===== src/rtl/sha256_sched_ctrl.sv =====
// sha256_sched_ctrl: SHA-256 message-schedule and round-sequencing controller.
// Collects 16 message words in IDLE, then streams W[t] and K[t] for rounds
// 0..63 in ROUND (holding on datapath stall), and opens a FINAL window of
// FINAL_CYC cycles for the feed-forward add before returning to IDLE.
// Build option: define SHA_MASKED_STORE_EN to keep buffer entries byte-rotated
// by a random offset (stored alongside the word) and un-rotated on read.
module sha256_sched_ctrl #(
  parameter int FINAL_CYC = 1
) (
  input  logic        clk,
  input  logic        rst,
  input  logic        msg_valid,
  output logic        msg_ready,
  input  logic [31:0] msg_word,
  input  logic        first_block,
  input  logic        mode224,
  input  logic [1:0]  rnd,
  input  logic        dp_stall,
  output logic        iv_load,
  output logic        iv_sel,
  output logic        rnd_valid,
  output logic [31:0] w_t,
  output logic [31:0] k_t,
  output logic [5:0]  t,
  output logic        fin,
  output logic        busy
);

`ifdef SHA_MASKED_STORE_EN
  localparam int BW = 34;
`else
  localparam int BW = 32;
`endif

  localparam logic [1:0] FIN_LAST = 2'(FINAL_CYC - 1);

  localparam logic [31:0] K_TABLE [64] = '{
    32'h428a2f98, 32'h71374491, 32'hb5c0fbcf, 32'he9b5dba5, 32'h3956c25b, 32'h59f111f1, 32'h923f82a4, 32'hab1c5ed5,
    32'hd807aa98, 32'h12835b01, 32'h243185be, 32'h550c7dc3, 32'h72be5d74, 32'h80deb1fe, 32'h9bdc06a7, 32'hc19bf174,
    32'he49b69c1, 32'hefbe4786, 32'h0fc19dc6, 32'h240ca1cc, 32'h2de92c6f, 32'h4a7484aa, 32'h5cb0a9dc, 32'h76f988da,
    32'h983e5152, 32'ha831c66d, 32'hb00327c8, 32'hbf597fc7, 32'hc6e00bf3, 32'hd5a79147, 32'h06ca6351, 32'h14292967,
    32'h27b70a85, 32'h2e1b2138, 32'h4d2c6dfc, 32'h53380d13, 32'h650a7354, 32'h766a0abb, 32'h81c2c92e, 32'h92722c85,
    32'ha2bfe8a1, 32'ha81a664b, 32'hc24b8b70, 32'hc76c51a3, 32'hd192e819, 32'hd6990624, 32'hf40e3585, 32'h106aa070,
    32'h19a4c116, 32'h1e376c08, 32'h2748774c, 32'h34b0bcb5, 32'h391c0cb3, 32'h4ed8aa4a, 32'h5b9cca4f, 32'h682e6ff3,
    32'h748f82ee, 32'h78a5636f, 32'h84c87814, 32'h8cc70208, 32'h90befffa, 32'ha4506ceb, 32'hbef9a3f7, 32'hc67178f2
  };

  typedef enum logic [1:0] {
    IDLE  = 2'd0,
    ROUND = 2'd1,
    FINAL = 2'd2
  } state_t;

  state_t        state;
  logic [BW-1:0] msg_buf [16];
  logic [3:0]    wcnt;
  logic [1:0]    fcnt;
  logic          first_q;
  logic          mode_q;

  logic          hs;
  logic          adv;
  logic [5:0]    t_nxt;
  logic [3:0]    idx_m2;
  logic [3:0]    idx_m7;
  logic [3:0]    idx_m15;
  logic [31:0]   w_sched;
  logic [31:0]   w_nxt;
  logic [31:0]   w_first;
  logic          buf_we;
  logic [3:0]    buf_waddr;
  logic [31:0]   buf_wdata;
  logic [BW-1:0] buf_entry;

  function automatic logic [31:0] sigma0(input logic [31:0] x);
    return {x[6:0], x[31:7]} ^ {x[17:0], x[31:18]} ^ {3'b000, x[31:3]};
  endfunction

  function automatic logic [31:0] sigma1(input logic [31:0] x);
    return {x[16:0], x[31:17]} ^ {x[18:0], x[31:19]} ^ {10'b0, x[31:10]};
  endfunction

`ifdef SHA_MASKED_STORE_EN
  function automatic logic [33:0] mask_word(input logic [31:0] w, input logic [1:0] r);
    case (r)
      2'd1:    return {r, w[7:0],  w[31:8]};
      2'd2:    return {r, w[15:0], w[31:16]};
      2'd3:    return {r, w[23:0], w[31:24]};
      default: return {r, w};
    endcase
  endfunction

  function automatic logic [31:0] unmask_word(input logic [33:0] e);
    case (e[33:32])
      2'd1:    return {e[23:0], e[31:24]};
      2'd2:    return {e[15:0], e[31:16]};
      2'd3:    return {e[7:0],  e[31:8]};
      default: return e[31:0];
    endcase
  endfunction

  assign buf_entry = mask_word(buf_wdata, rnd);
`else
  logic unused_rnd;

  function automatic logic [31:0] unmask_word(input logic [31:0] e);
    return e;
  endfunction

  assign buf_entry  = buf_wdata;
  assign unused_rnd = ^rnd;
`endif

  assign msg_ready = (state == IDLE) && !rst;
  assign busy      = (state != IDLE);
  assign hs        = msg_valid && msg_ready;
  assign adv       = (state == ROUND) && !dp_stall;
  assign w_first   = unmask_word(msg_buf[4'd0]);

  // Next schedule word: straight from the buffer for rounds below 16, else the sigma recurrence over the 16-deep window
  always_comb begin
    t_nxt   = t + 6'd1;
    idx_m2  = t_nxt[3:0] - 4'd2;
    idx_m7  = t_nxt[3:0] - 4'd7;
    idx_m15 = t_nxt[3:0] - 4'd15;
    w_sched = sigma1(unmask_word(msg_buf[idx_m2])) + unmask_word(msg_buf[idx_m7])
            + sigma0(unmask_word(msg_buf[idx_m15])) + unmask_word(msg_buf[t_nxt[3:0]]);
    w_nxt   = (t_nxt[5:4] == 2'd0) ? unmask_word(msg_buf[t_nxt[3:0]]) : w_sched;
  end

  // Buffer write port: message words during load, computed W words written back over W[t-16] during rounds
  always_comb begin
    buf_we    = 1'b0;
    buf_waddr = wcnt;
    buf_wdata = msg_word;
    if (hs) begin
      buf_we    = 1'b1;
      buf_waddr = wcnt;
      buf_wdata = msg_word;
    end else if (adv && (t_nxt[5:4] != 2'd0)) begin
      buf_we    = 1'b1;
      buf_waddr = t_nxt[3:0];
      buf_wdata = w_nxt;
    end
  end

  // Sixteen-entry schedule window; contents after reset are irrelevant
  always_ff @(posedge clk) begin
    if (buf_we) begin
      msg_buf[buf_waddr] <= buf_entry;
    end
  end

  // Controller FSM with registered round outputs and one-cycle iv_load/fin pulses
  always_ff @(posedge clk) begin
    if (rst) begin
      state     <= IDLE;
      wcnt      <= 4'd0;
      fcnt      <= 2'd0;
      t         <= 6'd0;
      first_q   <= 1'b0;
      mode_q    <= 1'b0;
      rnd_valid <= 1'b0;
      iv_load   <= 1'b0;
      iv_sel    <= 1'b0;
      fin       <= 1'b0;
      w_t       <= 32'd0;
      k_t       <= 32'd0;
    end else begin
      iv_load <= 1'b0;
      fin     <= 1'b0;
      case (state)
        IDLE: begin
          if (hs) begin
            wcnt <= wcnt + 4'd1;
            if (wcnt == 4'd0) begin
              first_q <= first_block;
              mode_q  <= mode224;
            end
            if (wcnt == 4'd15) begin
              state     <= ROUND;
              t         <= 6'd0;
              rnd_valid <= 1'b1;
              w_t       <= w_first;
              k_t       <= K_TABLE[0];
              iv_load   <= first_q;
              iv_sel    <= mode_q;
            end
          end
        end
        ROUND: begin
          if (!dp_stall) begin
            if (t == 6'd63) begin
              state     <= FINAL;
              rnd_valid <= 1'b0;
              fin       <= 1'b1;
              fcnt      <= 2'd0;
              t         <= 6'd0;
              w_t       <= 32'd0;
              k_t       <= 32'd0;
            end else begin
              t   <= t_nxt;
              w_t <= w_nxt;
              k_t <= K_TABLE[t_nxt];
            end
          end
        end
        FINAL: begin
          if (fcnt == FIN_LAST) begin
            state <= IDLE;
            wcnt  <= 4'd0;
          end else begin
            fcnt <= fcnt + 2'd1;
          end
        end
        default: begin
          state <= IDLE;
        end
      endcase
    end
  end

endmodule


===== config.mk =====
export PLATFORM = sky130hd
export DESIGN_NAME = sha256_sched_ctrl
export DESIGN_NICKNAME = d
export VERILOG_FILES = /design/src/rtl/sha256_sched_ctrl.sv
export SDC_FILE = /design/constraint.sdc
export NUM_CORES = 2
export LEC_CHECK = 0
export CORE_ASPECT_RATIO = 0.7
export CORE_MARGIN = 1.5
export CORE_UTILIZATION = 48
export CTS_BUF_LIST = sky130_fd_sc_hd__clkbuf_8
export CTS_CLUSTER_SIZE = 20
export DETAILED_ROUTE_END_ITERATION = 12
export DONT_BUFFER_PORTS = 1
export PLACE_DENSITY = 0.66
export SLEW_MARGIN = 20
export SYNTH_ARGS = -nofsm -noshare
export SYNTH_HDL_FRONTEND = slang
export SYNTH_SLANG_ARGS = --single-unit

===== constraint.sdc =====
create_clock -name clk -period 21.3 [get_ports clk]
set_clock_uncertainty 0.15 [all_clocks]
set_input_delay 4.26 -clock clk [delete_from_list [all_inputs] [get_ports clk]]
set_output_delay 4.26 -clock clk [all_outputs]
set_load 0.01 [all_outputs]

==> run_results.csv <==
group,metric,value,unit
synthesis,yosysWarningCount,0,
worst_setup_path,critPathSlowestCell,"o21ai_1",
timing,hold_ws,286,ps
grt,grt_pass1_vias,27821,
floorplan,die_area,83100,um^2
routing,dr.pass1.iters,6,
timing,final.setup.worst_slack,9650,ps
worst_setup_path,setup.worst_path.end,"msg_buf[14][31]",
clocking,cts.sinks,596,
grt,grt_usage,35.3,%
routing,drc,0,
grt,grt_max_degree,124,
clocking,root_buffer,"clkbuf_8",
clocking,cts_htree_levels,3,
worst_setup_path,worstPathRequired,21520,ps
routing,antenna_left,0,
worst_setup_path,crit_type,"flip-flop to flip-flop",
grt,antenna_found_initial,7,
worst_setup_path,critPathMaxStageDelay,890,ps
timing,max-slew-margin-rel,23.2,%
cells_and_area,fill_cells,6748,
floorplan,start_util,48.5,%
timing,tns,0,ps
synthesis,syn_inst,2998,
worst_setup_path,worstRegToRegCells,25,
timing,fin_crit,11650,ps
synthesis,synth.area.top_cells,"edfxtp_1, mux4_2, mux2i_1",
worst_setup_path,end_kind,"flip-flop",
floorplan,io-pin-count,116,
synthesis,synth-main-ff-cell,"edfxtp_1",
cells_and_area,multi_input_area,20900,um^2
timing,hold_violations,0,
routing,wl_per_cell,36.2,um
floorplan,core,80600,um^2
timing,rsz0062_at_grt,"no",
synthesis,async_flop_share,0,%
clocking,cts_resized,0,
clocking,postCtsSetupBuffers,0,
timing,setup_viol,0,
worst_setup_path,reg2reg_to,"msg_buf[14][31]",
placement,placed_cell_area,40300,um^2
synthesis,synth-edff-count,512,
synthesis,ys_ff_latch,596,
timing,fmax,85.8,MHz
placement,hpwl,98100,um
clocking,clk_pin_slew_worst_paths,80,ps
cells_and_area,final_common_cell,"edfxtp_1",
worst_hold_path,hold_path.class,"flip-flop to flip-flop",
cells_and_area,drive_gt1_share,22.5,%
placement,dpl_worst_slack,9920,ps
synthesis,synth_area,39100,um^2
routing,vias,29616,
placement,portBuffers,0,
cells_and_area,fin_cells,4082,
timing,worstMarginPinSlew,1140,ps
cells_and_area,final_net_count,3090,
routing,vias_per_cell,7.26,
floorplan,rows,87,
routing,finalWirelength,148000,um
floorplan,die_w,344,um
timing,post-route-period-util,54.7,%
synthesis,synth_top_area_cell,"edfxtp_1",
cells_and_area,syn_to_final_growth,7.58,%
routing,drt-initial-drc-count,4603,
clocking,clk_path_buf_depth,3,
clocking,tritoncts,"yes",
clocking,clk_latency,750,ps
pwr,p_leak,13.2,nW
synthesis,ys_seq_area_share,43.7,%
grt,grt_pass1_wl,209000,um
pwr,pwr_density_cell,54.6,nW/um^2
synthesis,postSynthAreaPerCell,13.0,um^2
placement,dp.cells,3908,
clocking,cts_buffers,94,
cells_and_area,regArea,17100,um^2
worst_setup_path,r2r-start,"t[0]",
floorplan,die_y,242,um
worst_setup_path,r2r_slack,9650,ps
grt,grt_remaining_overflow,0,
run_status,status,"completed",
pwr,ir_drop,0.0000430,V
synthesis,yosysTopAreaCellShare,39.4,%
worst_setup_path,critPathMaxFanout,123,
placement,place_congestion,1.01,
worst_setup_path,critPathLaunch,"t[0]",
worst_setup_path,worstPathArrival,11870,ps
timing,slew_violations,0,
synthesis,syn_nets,3151,
synthesis,synthDistinctLibCells,79,
worst_setup_path,start_kind,"flip-flop",
job,max-cap-violations,0,
cells_and_area,layout_common_cells,"edfxtp_1, mux4_2, nand2_1, mux2i_1, nor2_1",
cells_and_area,stdcell_area,42000,um^2
clocking,cts_hold_buf,0,
worst_setup_path,cp_common_cell,"xnor2_1",
-- synthesized netlist by cell type (12+ instances only) --
cell type	instances
nor2_1	210
ha_1	51
a31oi_1	26
nor2b_1	13
o311ai_0	12
o21ai_0	144
mux2_2	12
a221oi_1	17
mux2i_1	202
buf_4	23
nand3_1	48
mux4_2	379
clkbuf_1	132
buf_1	34
a21o_1	21
fa_1	62
xnor2_1	113
xor2_1	29
a21oi_1	152
nor3_1	59
o211ai_1	46
o31ai_1	12
dfxtp_1	84
inv_1	48
a22oi_1	37
edfxtp_1	512
a211oi_1	42
buf_2	60
nand2_1	231
-- report_power, final --
group          total [mW]  internal, mW  switching [mW]
logic              0.0697        0.0207          0.0489
clock network       0.947         0.458           0.489
registers            1.28          1.27         0.00531
-- metrics by stage --
step,util [%],power [mW]
2_1_floorplan,-,1.34
3_3_place_gp,50.0,1.37
6_report,52.2,2.29
4_1_cts,52.1,2.30
5_1_grt,52.2,2.35
3_5_place_dp,50.0,1.37
-- flip-flops by register name, indices dropped and copies added (netlist names), 2 cells and up --
name,cells
fcnt,2
t,6
k_t,32
msg_buf,512
state,2
w_t,32
wcnt,4
-- critical path: cells and delay by family (launching register included) --
family,cells,cell delay (ps)
mux,3,1200
simple gates,2,870
flops,1,600
xor+xnor,4,1120
compound gates,6,2700
buf+inv,5,2580
fa+ha+maj,5,1690
-- per-layer routing --
layer / GRT usage (%) / wire length (um) / up-vias
li1: - / - / 11773
met2: 46.3 / 58900 / 2452
met4: 7.57 / 3210 / 6
met3: 14.6 / 25200 / 264
met5: 0 / 54 / -
met1: 54.0 / 60200 / 15121
-- cells by family (layout without fill, tap and decap cells) --
family | Yosys count | after routing | synth area share (%)
compound gates | 612 | 612 | 10.1
xor+xnor | 148 | 148 | 3.48
fa+ha+maj | 113 | 113 | 4.81
buf+inv | 305 | 317 | 3.48
flops | 596 | 596 | 43.7
mux | 595 | 595 | 27.5
other cells | 0 | 4 | 0
simple gates | 629 | 629 | 6.98
-- worst min-delay path by stage --
| stage | startpoint | end | slack (ps) | cells after the start |
|---|---|---|---|---|
| after floorplan | first_q | iv_load | 260 | 2 |
| after global placement | first_q | iv_load | 270 | 2 |
| after detailed placement | first_q | iv_load | 280 | 2 |
| after CTS | first_q | iv_load | 280 | 2 |
| after global routing | first_q | iv_load | 300 | 2 |
| final | first_q | iv_load | 290 | 2 |
-- final cells by class --
| cell class | count | share of cell area (%) |
|---|---|---|
| Tap cell | 1068 | 3.18 |
| Multi-Input combinational cell | 2097 | 49.8 |
| Clock buffer | 96 | 3.14 |
| Clock inverter | 73 | 0.982 |
| Sequential cell | 596 | 40.6 |
| Inverter | 50 | 0.453 |
| Timing Repair Buffer | 98 | 1.83 |
| Antenna cell | 4 | 0.0238 |
Power figures use the tool's default switching activity.
